**config.mk**
```make
export PLATFORM = sky130hd
export DESIGN_NAME = fetch_unit_flat
export DESIGN_NICKNAME = d
export VERILOG_FILES = /design/src/rtl/fetch_unit_if.sv /design/src/rtl/fetch_unit.sv /design/src/flat_wrapper.sv
export SDC_FILE = /design/constraint.sdc
export NUM_CORES = 1
export LEC_CHECK = 0
export ABC_AREA = 1
export ABC_CLOCK_PERIOD_IN_PS = 2380
export BUFFER_PORTS_ARGS = -buffer_cell sky130_fd_sc_hd__buf_2
export CAP_MARGIN = 20
export CORE_ASPECT_RATIO = 0.6
export CORE_MARGIN = 2
export CORE_UTILIZATION = 40
export DETAILED_ROUTE_END_ITERATION = 8
export SLEW_MARGIN = 40
export SYNTH_ARGS = -nofsm -noshare
export SYNTH_HDL_FRONTEND = slang
export SYNTH_SLANG_ARGS = --single-unit
```
**constraint.sdc**
```tcl
create_clock -name clk -period 2.38 [get_ports clk]
set_clock_uncertainty 0.05 [all_clocks]
set_input_delay 0.238 -clock clk [delete_from_list [all_inputs] [get_ports clk]]
set_output_delay 0.238 -clock clk [all_outputs]
set_load 0.005 [all_outputs]
```
**src/rtl/fetch_unit_if.sv**
```systemverilog
// fetch_unit_if
//   Groups the instruction-memory request bus and the decode-side
//   handshake of the fetch stage into one bundle.
//
//   master : the fetch unit (drives imem_req/imem_addr and the if_* outputs)
//   slave  : the environment (instruction memory, decode, jump control)
//
//   imem_req/imem_addr/imem_ack/imem_rdata : single-outstanding fetch bus
//   stall                                 : decode cannot accept
//   jump_en/jump_target                   : redirect pulse and address
//   if_valid/if_instr/if_pc               : instruction presented to decode
//   op/rs/rt/rd/shamt/func/imm            : field slices of if_instr
interface fetch_unit_if #(
  parameter int ADDR_W = 32
);
  logic              imem_req;
  logic [ADDR_W-1:0] imem_addr;
  logic              imem_ack;
  logic [31:0]       imem_rdata;
  logic              stall;
  logic              jump_en;
  logic [ADDR_W-1:0] jump_target;
  logic              if_valid;
  logic [31:0]       if_instr;
  logic [ADDR_W-1:0] if_pc;
  logic [5:0]        op;
  logic [4:0]        rs;
  logic [4:0]        rt;
  logic [4:0]        rd;
  logic [4:0]        shamt;
  logic [5:0]        func;
  logic [15:0]       imm;

  modport master (
    output imem_req, imem_addr, if_valid, if_instr, if_pc,
           op, rs, rt, rd, shamt, func, imm,
    input  imem_ack, imem_rdata, stall, jump_en, jump_target
  );

  modport slave (
    input  imem_req, imem_addr, if_valid, if_instr, if_pc,
           op, rs, rt, rd, shamt, func, imm,
    output imem_ack, imem_rdata, stall, jump_en, jump_target
  );
endinterface

```
**src/rtl/fetch_unit.sv**
```systemverilog
// fetch_unit
//   MIPS instruction fetch stage. Holds the PC, issues one request at a
//   time to instruction memory, presents one instruction to decode with a
//   valid/stall handshake and redirects/flushes on jump.
//
//   clk   : rising-edge clock
//   reset : synchronous, active-high
//   bus   : fetch_unit_if.master (memory bus, decode handshake, jump input,
//           instruction word, its address and decoded field slices)
module fetch_unit #(
  parameter int                ADDR_W   = 32,
  parameter logic [ADDR_W-1:0] RESET_PC = '0
) (
  input  logic         clk,
  input  logic         reset,
  fetch_unit_if.master bus
);

  typedef enum logic [1:0] {
    START = 2'd0,
    REQ   = 2'd1,
    SKID  = 2'd2,
    DRAIN = 2'd3
  } state_t;

  state_t            r_state;
  logic [ADDR_W-1:0] r_pc;
  logic [ADDR_W-1:0] r_addr;
  logic              r_req;
  logic              r_valid;
  logic [31:0]       r_instr;
  logic [ADDR_W-1:0] r_if_pc;
  logic [31:0]       r_skid_instr;
  logic [ADDR_W-1:0] r_skid_pc;

  logic              w_slot_free;
  logic [ADDR_W-1:0] w_target;
  logic [ADDR_W-1:0] w_pc_inc;

  // The output slot can take a new word if it is empty or being consumed.
  assign w_slot_free = !r_valid || !bus.stall;
  assign w_target    = {bus.jump_target[ADDR_W-1:2], 2'b00};
  // In REQ the PC and the request address are equal, so the increment
  // serves both the next PC and the next request address (wraps silently).
  assign w_pc_inc    = r_pc + ADDR_W'(4);

  always_ff @(posedge clk) begin
    if (reset) begin
      r_state      <= START;
      r_pc         <= RESET_PC;
      r_addr       <= RESET_PC;
      r_req        <= 1'b0;
      r_valid      <= 1'b0;
      r_instr      <= '0;
      r_if_pc      <= '0;
      r_skid_instr <= '0;
      r_skid_pc    <= '0;
    end else begin
      case (r_state)
        START: begin
          r_state <= REQ;
          r_req   <= 1'b1;
          if (bus.jump_en) begin
            r_pc   <= w_target;
            r_addr <= w_target;
          end else begin
            r_addr <= r_pc;
          end
        end

        REQ: begin
          if (bus.jump_en) begin
            // Flush the slot; an in-flight word is either dropped now (ack
            // this cycle) or drained so the bus protocol stays intact.
            r_valid <= 1'b0;
            r_instr <= '0;
            r_pc    <= w_target;
            if (bus.imem_ack) begin
              r_addr <= w_target;
            end else begin
              r_state <= DRAIN;
            end
          end else if (bus.imem_ack) begin
            r_pc <= w_pc_inc;
            if (w_slot_free) begin
              r_valid <= 1'b1;
              r_instr <= bus.imem_rdata;
              r_if_pc <= r_addr;
              r_addr  <= w_pc_inc;
            end else begin
              // Decode is stalled on a valid word: park the new one.
              r_skid_instr <= bus.imem_rdata;
              r_skid_pc    <= r_addr;
              r_req        <= 1'b0;
              r_state      <= SKID;
            end
          end else if (!bus.stall) begin
            r_valid <= 1'b0;
            r_instr <= '0;
          end
        end

        SKID: begin
          if (bus.jump_en) begin
            r_valid <= 1'b0;
            r_instr <= '0;
            r_pc    <= w_target;
            r_addr  <= w_target;
            r_req   <= 1'b1;
            r_state <= REQ;
          end else if (!bus.stall) begin
            r_valid <= 1'b1;
            r_instr <= r_skid_instr;
            r_if_pc <= r_skid_pc;
            r_addr  <= r_pc;
            r_req   <= 1'b1;
            r_state <= REQ;
          end
        end

        DRAIN: begin
          // Old address stays on the bus until its ack; the word is dropped.
          // Later jumps only retarget the PC, so the last one wins.
          if (bus.jump_en) begin
            r_pc <= w_target;
          end
          if (bus.imem_ack) begin
            r_addr  <= bus.jump_en ? w_target : r_pc;
            r_state <= REQ;
          end
        end

        default: begin
          r_state <= START;
          r_req   <= 1'b0;
        end
      endcase
    end
  end

  assign bus.imem_req  = r_req;
  assign bus.imem_addr = r_addr;
  assign bus.if_valid  = r_valid;
  // r_instr is cleared whenever the slot empties, so fields read 0 then.
  assign bus.if_instr  = r_instr;
  assign bus.if_pc     = r_if_pc;
  assign bus.op        = r_instr[31:26];
  assign bus.rs        = r_instr[25:21];
  assign bus.rt        = r_instr[20:16];
  assign bus.rd        = r_instr[15:11];
  assign bus.shamt     = r_instr[10:6];
  assign bus.func      = r_instr[5:0];
  assign bus.imm       = r_instr[15:0];

endmodule

```
**src/flat_wrapper.sv**
```systemverilog
// flat-port wrapper written by rule: the top's interface ports become plain ports
module fetch_unit_flat 
#(
  parameter int                ADDR_W   = 32,
  parameter logic [ADDR_W-1:0] RESET_PC = '0
)
  (clk, reset, bus_imem_req, bus_imem_addr, bus_if_valid, bus_if_instr, bus_if_pc, bus_op, bus_rs, bus_rt, bus_rd, bus_shamt, bus_func, bus_imm, bus_imem_ack, bus_imem_rdata, bus_stall, bus_jump_en, bus_jump_target);
  fetch_unit_if #(.ADDR_W(ADDR_W)) bus_i ();
  input  logic clk;
  input  logic reset;
  output wire logic [$bits(bus_i.imem_req)-1:0] bus_imem_req;
  output wire logic [$bits(bus_i.imem_addr)-1:0] bus_imem_addr;
  output wire logic [$bits(bus_i.if_valid)-1:0] bus_if_valid;
  output wire logic [$bits(bus_i.if_instr)-1:0] bus_if_instr;
  output wire logic [$bits(bus_i.if_pc)-1:0] bus_if_pc;
  output wire logic [$bits(bus_i.op)-1:0] bus_op;
  output wire logic [$bits(bus_i.rs)-1:0] bus_rs;
  output wire logic [$bits(bus_i.rt)-1:0] bus_rt;
  output wire logic [$bits(bus_i.rd)-1:0] bus_rd;
  output wire logic [$bits(bus_i.shamt)-1:0] bus_shamt;
  output wire logic [$bits(bus_i.func)-1:0] bus_func;
  output wire logic [$bits(bus_i.imm)-1:0] bus_imm;
  input wire logic [$bits(bus_i.imem_ack)-1:0] bus_imem_ack;
  input wire logic [$bits(bus_i.imem_rdata)-1:0] bus_imem_rdata;
  input wire logic [$bits(bus_i.stall)-1:0] bus_stall;
  input wire logic [$bits(bus_i.jump_en)-1:0] bus_jump_en;
  input wire logic [$bits(bus_i.jump_target)-1:0] bus_jump_target;
  assign bus_imem_req = bus_i.imem_req;
  assign bus_imem_addr = bus_i.imem_addr;
  assign bus_if_valid = bus_i.if_valid;
  assign bus_if_instr = bus_i.if_instr;
  assign bus_if_pc = bus_i.if_pc;
  assign bus_op = bus_i.op;
  assign bus_rs = bus_i.rs;
  assign bus_rt = bus_i.rt;
  assign bus_rd = bus_i.rd;
  assign bus_shamt = bus_i.shamt;
  assign bus_func = bus_i.func;
  assign bus_imm = bus_i.imm;
  assign bus_i.imem_ack = bus_imem_ack;
  assign bus_i.imem_rdata = bus_imem_rdata;
  assign bus_i.stall = bus_stall;
  assign bus_i.jump_en = bus_jump_en;
  assign bus_i.jump_target = bus_jump_target;
  fetch_unit #(.ADDR_W(ADDR_W), .RESET_PC(RESET_PC)) u_core (.clk(clk), .reset(reset), .bus(bus_i));
endmodule
```
**After elaboration in Yosys (flattened, before gate mapping)**

Index checks and enable logic that the tools add are counted.

- Register bits: 196
- Bits of input ports: 69
- Output and inout port bits: 146
- Word-level logic and storage cells: 87

- Add/sub/neg operators: 1
- Equal/unequal tests: 17
- Multiplexer cells: 45
- Bitwise operators: 2
- Reduce and logical (&&, ||, !) cells: 13

Operators by type and width:

| operator | number |
|---|---|
| $mux 32 | 21 |
| $pmux 32 s2 | 3 |
| $pmux 32 s4 | 1 |
| $add 32x3->32 const B | 1 |
| $mux 2 | 7 |
| $ne 2x2->1 const B | 6 |
| $ne 3x3->1 const B | 4 |
| $reduce_and 4->1 | 3 |
| $mux 1 | 10 |
| $reduce_and 5->1 | 2 |
| $pmux 2 s4 | 1 |
| $reduce_and 6->1 | 1 |
| $eq 2x2->1 const B | 2 |
| $ne 4x3->1 const B | 1 |
| $ne 4x4->1 const B | 1 |
| $ne 3x2->1 const B | 1 |
| $pmux 1 s3 | 1 |
| $reduce_bool 3->1 | 1 |
| $reduce_or 3->1 | 1 |
| $eq 2x1->1 const B | 1 |
| $logic_not 1->1 | 2 |
| $logic_not 2->1 | 1 |
| $ne 2x1->1 const B | 1 |
| $not 1->1 | 2 |
| other kinds (3) | 3 |

**Logic depth before layout (Yosys ltp)**

Gate-level depths: netlist (run 1).

- Depth in word-level cells: 6
- Depth in mapped cells: 14
- Gate-level depth less buffers: 12

**Worst setup path before layout (run 1)**

OpenSTA, ideal clock, no wires.

- Kind: register -> register
- Start point: reg u_core.r_state[1]
- End point: reg u_core.r_instr[14] (netlist: u_core.bus.if_instr[14])
- Setup time: 0.116 ns
- Arrival time: 1.601 ns
- Required time: 2.214 ns
- Setup slack: 0.613 ns
- Stages on the path, launching flop included: 13
- Path buffers: 1
- Period minus slack after synthesis: 1.767 ns
- Cell sequence: dfxtp_1 > inv_1 > ha_1 > inv_2 > nor2_8 > nand2_4 > nor2_8 > inv_2 > nand3_4 > inv_2 > buf_2 > nor2_1 > nor2_1

- Cells in the longest elaborated chain, start to end: 3
- Elaborated cells on any way between the ends: 8
- Those cells by class: eq/ne (5); mux (1); reduce/logical (2)

Ends and longest elaborated chain:

| element | RTL line | source |
|---|---|---|
| from (decl) | fetch_unit.sv:26 | `state_t r_state;` |
| from (signal assigned) | fetch_unit.sv:49 | `r_state <= START;` |
| from (signal assigned) | fetch_unit.sv:61 | `r_state <= REQ;` |
| from (signal assigned) | fetch_unit.sv:81 | `r_state <= DRAIN;` |
| $eq 2x1->1 / $eq 2x2->1 (equally long branches) | fetch_unit.sv:59 | `case (r_state)` |
| $ne 4x3->1 (no line), or another cell as far along | n/a |  |
| $reduce_and 4->1 (no line) | n/a |  |
| to (signal assigned) | fetch_unit.sv:87 | `r_instr <= bus.imem_rdata;` |
| to (signal assigned) | fetch_unit.sv:113 | `r_instr <= r_skid_instr;` |
| to (decl) | fetch_unit.sv:31 | `logic [31:0] r_instr;` |

Several ways; a longest one is shown, not always the timed one.
A chain may end at the register's enable or synchronous reset.

**Worst setup path after layout (run 1)**

- Start point: reg u_core.r_state[0]
- End point: reg u_core.r_addr[29] (netlist: u_core.bus.imem_addr[29])

- Cells in the longest elaborated chain, start to end: 3
- Elaborated cells on any way between the ends: 10
- Those cells by class: eq/ne (7); mux (1); reduce/logical (2)

Ends and longest elaborated chain:

| element | RTL line | source |
|---|---|---|
| $eq 2x1->1 / $eq 2x2->1 (equally long branches) | fetch_unit.sv:59 |  |
| $ne 3x2->1 (no line), or another cell as far along | n/a |  |
| $reduce_and 4->1 (no line) | n/a |  |
| to (signal assigned) | fetch_unit.sv:65 | `r_addr <= w_target;` |
| to (signal assigned) | fetch_unit.sv:67 | `r_addr <= r_pc;` |
| to (signal assigned) | fetch_unit.sv:79 | `r_addr <= w_target;` |
| to (decl) | fetch_unit.sv:28 | `logic [ADDR_W-1:0] r_addr;` |

Several ways; a longest one is shown, not always the timed one.

==> metrics, run 1 <==
run status finished, final reports clean; syn nets around 1400; first-pass GRT wire length 43000 µm; FF/Latch Area 3920 µm²; maximum clock path buffer count 2; Post-Synth Adder-Cell Area 0.00662; Crit-path slowest cell dfxtp_1; Clk Latency, worst-skew pair 440 ps; max cap viols 0; YS warnings 0; Max VDD drop between 0.5 and 0.6 mV; class of the worst hold path primary input to flop; Seq/Total Area, Yosys 0.415; hold slack 96.2 ps; IO Port Bufs between 200 and 250; Detailed Route Iter0 Violations approximately 700; post-synth top area share 0.415; RSZ-0062 raised after global routing false; fmax between 0.4 and 0.5 GHz; async set or reset register ratio after synthesis 0; placed cell count 1786; via count approximately 9100; layout cell share with drive strength beyond 1 0.187; # nets final approximately 1600; Avg WL per Cell roughly 15 µm; chip width 202 µm; fin crit share 0.893; Mapped Area between 9000 and 10000 µm²; gr ovfl total 0; PwrDens between 800 and 900 nW/µm²; Layout area overhead 20.8%; Hold Fails Final Rpt 0; Final Instance Count excl. Fillers approximately 1900; Compound-Gate Fraction of Synth Area 0.214; Post-Synth Simple-Gate Area 0.213; mean area per synthesized cell roughly 6.9 µm²; CTS buffer count 17; crit path cell chain inv_1 -> ha_2 -> inv_1 -> nor2_4 -> nand2_2 -> nand2_1 -> inv_1 -> nand3_4 -> clkinv_2 -> nand3_1 -> nand2_1 -> inv_1; final slew viol count 0; Setup violations, final 0; First-pass DRT Iterations 7; fillers 2389; die area ~25000 µm²; final instance area about 11000 µm²; worst path arrival time around 2400 ps; relative slew slack 0.526; final wirelength 27300 µm; leakage about 5.6 nW; largest family of logic cells by synthesized area compound AO/OA/AOI/OAI gates; Period minus WS final about 2100 ps; critical path class flop to flop; vias in the first global route approximately 7900; DRC Markers 0; Setup TNS 0 ps; Primary FF master, synth dfxtp_1; Routability Congestion roughly 0.9; n_diodes 0; leading area contributor after synthesis dfxtp_1; die height 123 µm; Cell variety after synth 35; Initial Util 0.408; Clk pin slew, worst setup/hold paths 80 ps; Mapped Cells around 1400; Worst path most repeated cell inv_1; DP HPWL 19100 µm; # IOs 215; worst path required time about 2700 ps; CP Max Fanout 23; CTS root buf clkbuf_16; Core Area roughly 23000 µm²; Multi-input gate area around 4200 µm²; H-Tree Depth 4; Post-synth EDFFs 0; CP startpoint kind flop; row count 43; clk sinks between 150 and 200; initial antenna violation count 0; CTS tree done; flops & latches, synth 196; Worst Tran Pin Value 711 ps; Synth area leaders dfxtp_1 42%, o21ai_0 11%, nand2_1 8.3%, nor2_1 7.5%, inv_1 6.5%; Critical Path Max Stage Delay about 390 ps; Synth top cells by count 208 x nand2_1, 201 x o21ai_0, 196 x dfxtp_1, 189 x nor2_1, 163 x inv_1; largest net degree at the start of global routing 81; Routed Antenna Nets 0; Via density 4.88; DP Area roughly 10000 µm²; Synth Area in XOR/XNOR 0.00742; most frequent cell after synthesis nand2_1; endpoint class of the critical path flop; post-synthesis mux area share 0; Total Routing Usage GR 0.221
through the flow:
step / worst slack, ps / power (mW) / util
after floorplan: 613 / 5.90 / -
after global placement: 242 / 6.78 / 0.449
after detailed placement: 199 / 6.82 / 0.449
after CTS: 191 / 10.1 / 0.492
after global routing: 43.5 / 10.7 / 0.493
final: 256 / 10.0 / 0.493
cells by family (layout without fill, tap and decap cells):
family          Yosys count  in the layout
fa+ha+maj                 5              5
xor+xnor                  8              8
buf+inv                 296            469
simple gates            485            485
flops                   196            196
compound gates          375            375
power by group:
part / switching [mW] / internal, mW / leakage [nW]
combinational: 1.62 / 1.08 / 3.69
clock: 1.47 / 1.73 / 0.321
sequential: 0.350 / 3.77 / 1.61
total: 3.44 / 6.58 / 5.62
state kept, by name (all words and copies together) (netlist names):
signal,flops
u_core.bus.if_instr,32
u_core.bus.if_pc,32
u_core.bus.imem_addr,32
u_core.r_pc,32
u_core.r_skid_instr,32
u_core.r_skid_pc,32
u_core.r_state,2
u_core.bus.if_valid,1
u_core.bus.imem_req,1
layout make-up:
type / instances / share of cell area
sequential: 196 / 0.344
clock buffer: 17 / 0.0373
tap: 315 / 0.0346
clock inverter: 15 / 0.0208
timing repair buffer: 270 / 0.143
inverter: 167 / 0.0552
multi-input combinational: 873 / 0.365
routing by layer:
layer,vias to the layer above,global-route usage,part of all wire
met1,4102,0.349,0.53
met5,-,0,0
met3,16,0.0382,0.061
li1,4687,-,-
met4,0,0.0424,0.0069
met2,245,0.308,0.40
placed cells by master, fill, tap and decap left out, drive strengths merged, types with 8 or more instances in the layout:
master,n
buf,238
o21ai,218
nand2,210
dfxtp,196
nor2,195
inv,171
a21oi,101
nand3,72
a22oi,39
dlygate4sd3,32
clkbuf,17
xor2,8
clkinv,8
final timing paths:
check | startpoint | end | slack (ps) | cells after the start
setup / recovery | u_core.r_state[0] | u_core.bus.imem_addr[29] | 260 | 12
hold / removal | bus_jump_target[17] | u_core.r_pc[17] | 100 | 5
setup reg to reg | u_core.r_state[0] | u_core.bus.imem_addr[29] | 260 | 12
hold reg to reg | u_core.r_pc[0] | u_core.r_pc[0] | 400 | 2
repair_timing:
item / CTS / global route
resized for setup: 0 / 2
hold buffers: 32 / 0
setup buffers: 0 / 3
endpoints found under the hold margin: 32 / 0
endpoints found under the setup margin: 0 / 11
critical path: cells and delay by family, from the launching register on:
family        cells  cell delay [ps]
simple gates      6              720
buf+inv           5              660
fa+ha+maj         1              200
flops             1              390
Power figures use the tool's default switching activity.
==> run 2: changes to the inputs <==
ABC_AREA = 0   (was 1)
==> run 2 against run 1 <==
  * Final cell count fell by 14%
  * Clock power down 13%
  * Register-to-register slack got worse by 99 ps
  * Critical endpoint is now u_core.bus.imem_addr[11]
  * Largest power group unchanged
  * Highest routed layer unchanged
  * Sequential share of layout area is 0.65 points higher
  * Global-route usage is 0.56 points lower
  * Cell area shrank 1.8%
  * Combinational power is 23% lower
==> metrics, run 2 <==
Synth top cells by count 198 x nand2_1, 196 x dfxtp_1, 95 x nor2_1, 93 x a21oi_1; # nets final 1345 (-16%); die area 24300 µm² (-2.2%); H-Tree Depth 4 (unchanged); Setup violations, final 0 (unchanged); largest net degree at the start of global routing 67 (-17%); vias in the first global route 7458 (-5.7%); CTS buffer count 17 (unchanged); Via density 5.24 (+7.3%); Primary FF master, synth dfxtp_1; Initial Util 0.413 (+0.00489); Critical Path Max Stage Delay 530 ps (+140 ps); leakage 4.43 nW (-21%); n_diodes 0 (unchanged); fillers 2171 (-9.1%); Post-Synth Simple-Gate Area 0.215 (+0.00137); fmax 0.450 GHz (-4.5%); DP HPWL 17700 µm (-7.5%); Mapped Cells 1109 (-19%); Worst path most repeated cell buf_4; leading area contributor after synthesis dfxtp_1; Routed Antenna Nets 0 (unchanged); placed cell count 1529 (-14%); Mapped Area 9230 µm² (-2.3%); row count 42 (-2.3%); CTS tree done; syn nets 1183 (-18%); Worst Tran Pin Value 705 ps (-5.99 ps); CP startpoint kind flop; Total Routing Usage GR 0.215 (-0.00560); maximum clock path buffer count 2 (unchanged); class of the worst hold path primary input to flop; FF/Latch Area 3920 µm² (unchanged); Crit-path slowest cell and4_1; Clk Latency, worst-skew pair 440 ps (about the same); most common cell after layout, fill and taps aside buf_2; fin crit share 0.934 (+0.0416); die height 122 µm (-1.1%); Detailed Route Iter0 Violations 491 (-31%); post-synthesis mux area share 0.0414 (+0.0414); total power draw 8.86 mW (-12%); Reg2Reg Launch Point u_core.r_state[0]; cell family with the largest share of critical-path delay simple AND/OR/NAND/NOR gates; relative slew slack 0.530 (+0.00399); Setup TNS 0 ps (unchanged); via count 8337 (-7.9%); initial antenna violation count 0 (unchanged); Core Area 22300 µm² (-3.5%); CP Max Fanout 14 (-39%); Hold Path Depth 3 (-2); final slew viol count 0 (unchanged); Clk pin slew, worst setup/hold paths 70 ps (about the same); critical path class flop to flop; Synth Area in XOR/XNOR 0.0294 (+0.0220); worst path required time 2700 ps (+30 ps); crit path cell chain buf_4 -> inv_1 -> ha_2 -> nand3b_1 -> and4_1 -> buf_4 -> o211ai_1 -> a21oi_1; Routability Congestion 0.840 (-6.9%); mean area per synthesized cell 8.32 µm² (+20%); chip width 200 µm (-1.1%); PwrDens 791 nW/µm² (-10%); layout cell share with drive strength beyond 1 0.249 (+0.0614); run status finished, final reports clean; CTS root buf clkbuf_16; final wirelength 26000 µm (-4.8%); IO Port Bufs 212 (unchanged); Compound-Gate Fraction of Synth Area 0.197 (-0.0168); hold_sp bus_imem_rdata[20]; flops & latches, synth 196 (unchanged); WHS Endpoint u_core.r_skid_instr[20]; # IOs 215 (unchanged); FF-to-FF path depth 8 (-4); post-synth top area share 0.425 (+0.00980); endpoint class of the critical path flop; gr ovfl total 0 (unchanged); most frequent cell after synthesis nand2_1; R2R setup slack 160 ps (-100 ps); async set or reset register ratio after synthesis 0 (unchanged); Avg WL per Cell 16.3 µm (+11%); Synth area leaders dfxtp_1 43%, nand2_1 8.1%, a21oi_1 5.0%, a211oi_1 5.0%, mux2i_1 4.0%; worst path arrival time 2540 ps (+120 ps); DRC Markers 0 (unchanged); Final Instance Count excl. Fillers 1591 (-14%); Post-Synth Adder-Cell Area 0.00678 (+0.000156); setup bufs post-CTS 0 (unchanged); Seq/Total Area, Yosys 0.425 (+0.00980); Period minus WS final 2220 ps (+99.1 ps); First-pass DRT Iterations 5 (-2); final instance area 11200 µm² (-1.8%); buffer and inverter count on the worst path 3 (-2); Cell variety after synth 64 (+83%); RSZ-0062 raised after global routing false; hold slack 19.3 ps (-76.9 ps); Max VDD drop 0.493 mV (-2.1%); first-pass GRT wire length 40700 µm (-5.4%); max cap viols 0 (unchanged); commonest non-fill, non-tap cells in the layout 211 x buf_2, 197 x nand2_1, 196 x dfxtp_1, 94 x nor2_1, 93 x a21oi_1; Layout area overhead 21.3%; Hold Fails Final Rpt 0 (unchanged); clk sinks 196 (unchanged); RR Endpoint u_core.bus.imem_addr[11]; Multi-input gate area 4540 µm² (+9.1%); YS warnings 0 (unchanged); largest family of logic cells by synthesized area simple AND/OR/NAND/NOR gates; Post-synth EDFFs 0 (unchanged); DP Area 10300 µm² (-0.66%)
[run 2: changes by cell type after synthesis, moves of 12 or more]
cell,delta
a211oi_1,+58
nor3_1,+21
and3_1,+13
inv_1,-150
nor2_1,-94
o21ai_0,-183
nand3_1,-44
clkbuf_1,+21
mux2i_1,+37
xnor2_1,+27
a211oi_2,+12
o21ai_1,-17
[run 2: final cells by class]
cell class / instances / share of cell area
flip-flops and latches: 196 / 0.350
repair buffers: 281 / 0.155
multi-input cells: 762 / 0.406
well taps: 308 / 0.0344
inverters: 13 / 0.00436
clock inverters: 11 / 0.00894
clock buffers: 20 / 0.0408
[run 2: worst min-delay path, stage by stage]
cell	delay (ps)
buf_2	110
nand2_1	50
a21oi_1	60
[run 2: timing repair]
item / CTS / global route
gates resized for setup: 0 / 1
hold buffers: 30 / 1
setup endpoints to repair: 0 / 21
endpoints found under the hold margin: 30 / 1
[run 2: worst max-delay path by stage]
stage,startpoint,depth (start not counted),end
global placement,u_core.r_state[1],7,u_core.r_pc[23]
finish,u_core.r_state[0],8,u_core.bus.imem_addr[11]
CTS,u_core.r_state[1],7,u_core.r_pc[22]
global route,u_core.r_state[0],8,u_core.bus.imem_addr[21]
floorplan,u_core.r_state[0],10,u_core.bus.if_instr[13]
detailed placement,u_core.r_state[1],7,u_core.r_pc[24]
[run 2: cell families (layout without fill, tap and decap cells)]
group / Yosys count / after routing
AOI/OAI and AO/OA: 268 / 268
xor gates and xnor gates: 31 / 31
adders and majority gates: 5 / 5
buffers and inverters: 151 / 325
DFF: 196 / 196
muxes: 38 / 38
and+or+nand+nor: 420 / 420
[run 2: metal layers]
layer / up-vias / share of wire / global-route usage
met2: 206 / 0.42 / 0.311
li1: 4171 / - / -
met1: 3943 / 0.52 / 0.325
met3: 17 / 0.052 / 0.0424
met5: - / 0 / 0
met4: 0 / 0.0095 / 0.0505
[run 2: stage by stage]
stage | worst slack [ps] | util
6_report | 156 | 0.501
5_1_grt | 41.2 | 0.501
4_1_cts | 61.6 | 0.501
3_5_place_dp | 79.5 | 0.462
3_3_place_gp | 164 | 0.462
2_1_floorplan | 276 | -
[run 2: where the power goes]
| part | total (mW) | internal (mW) | switching (mW) |
|---|---|---|---|
| Clock | 2.80 | 1.50 | 1.30 |
| Combinational | 2.09 | 0.937 | 1.16 |
| Sequential | 3.96 | 3.65 | 0.309 |
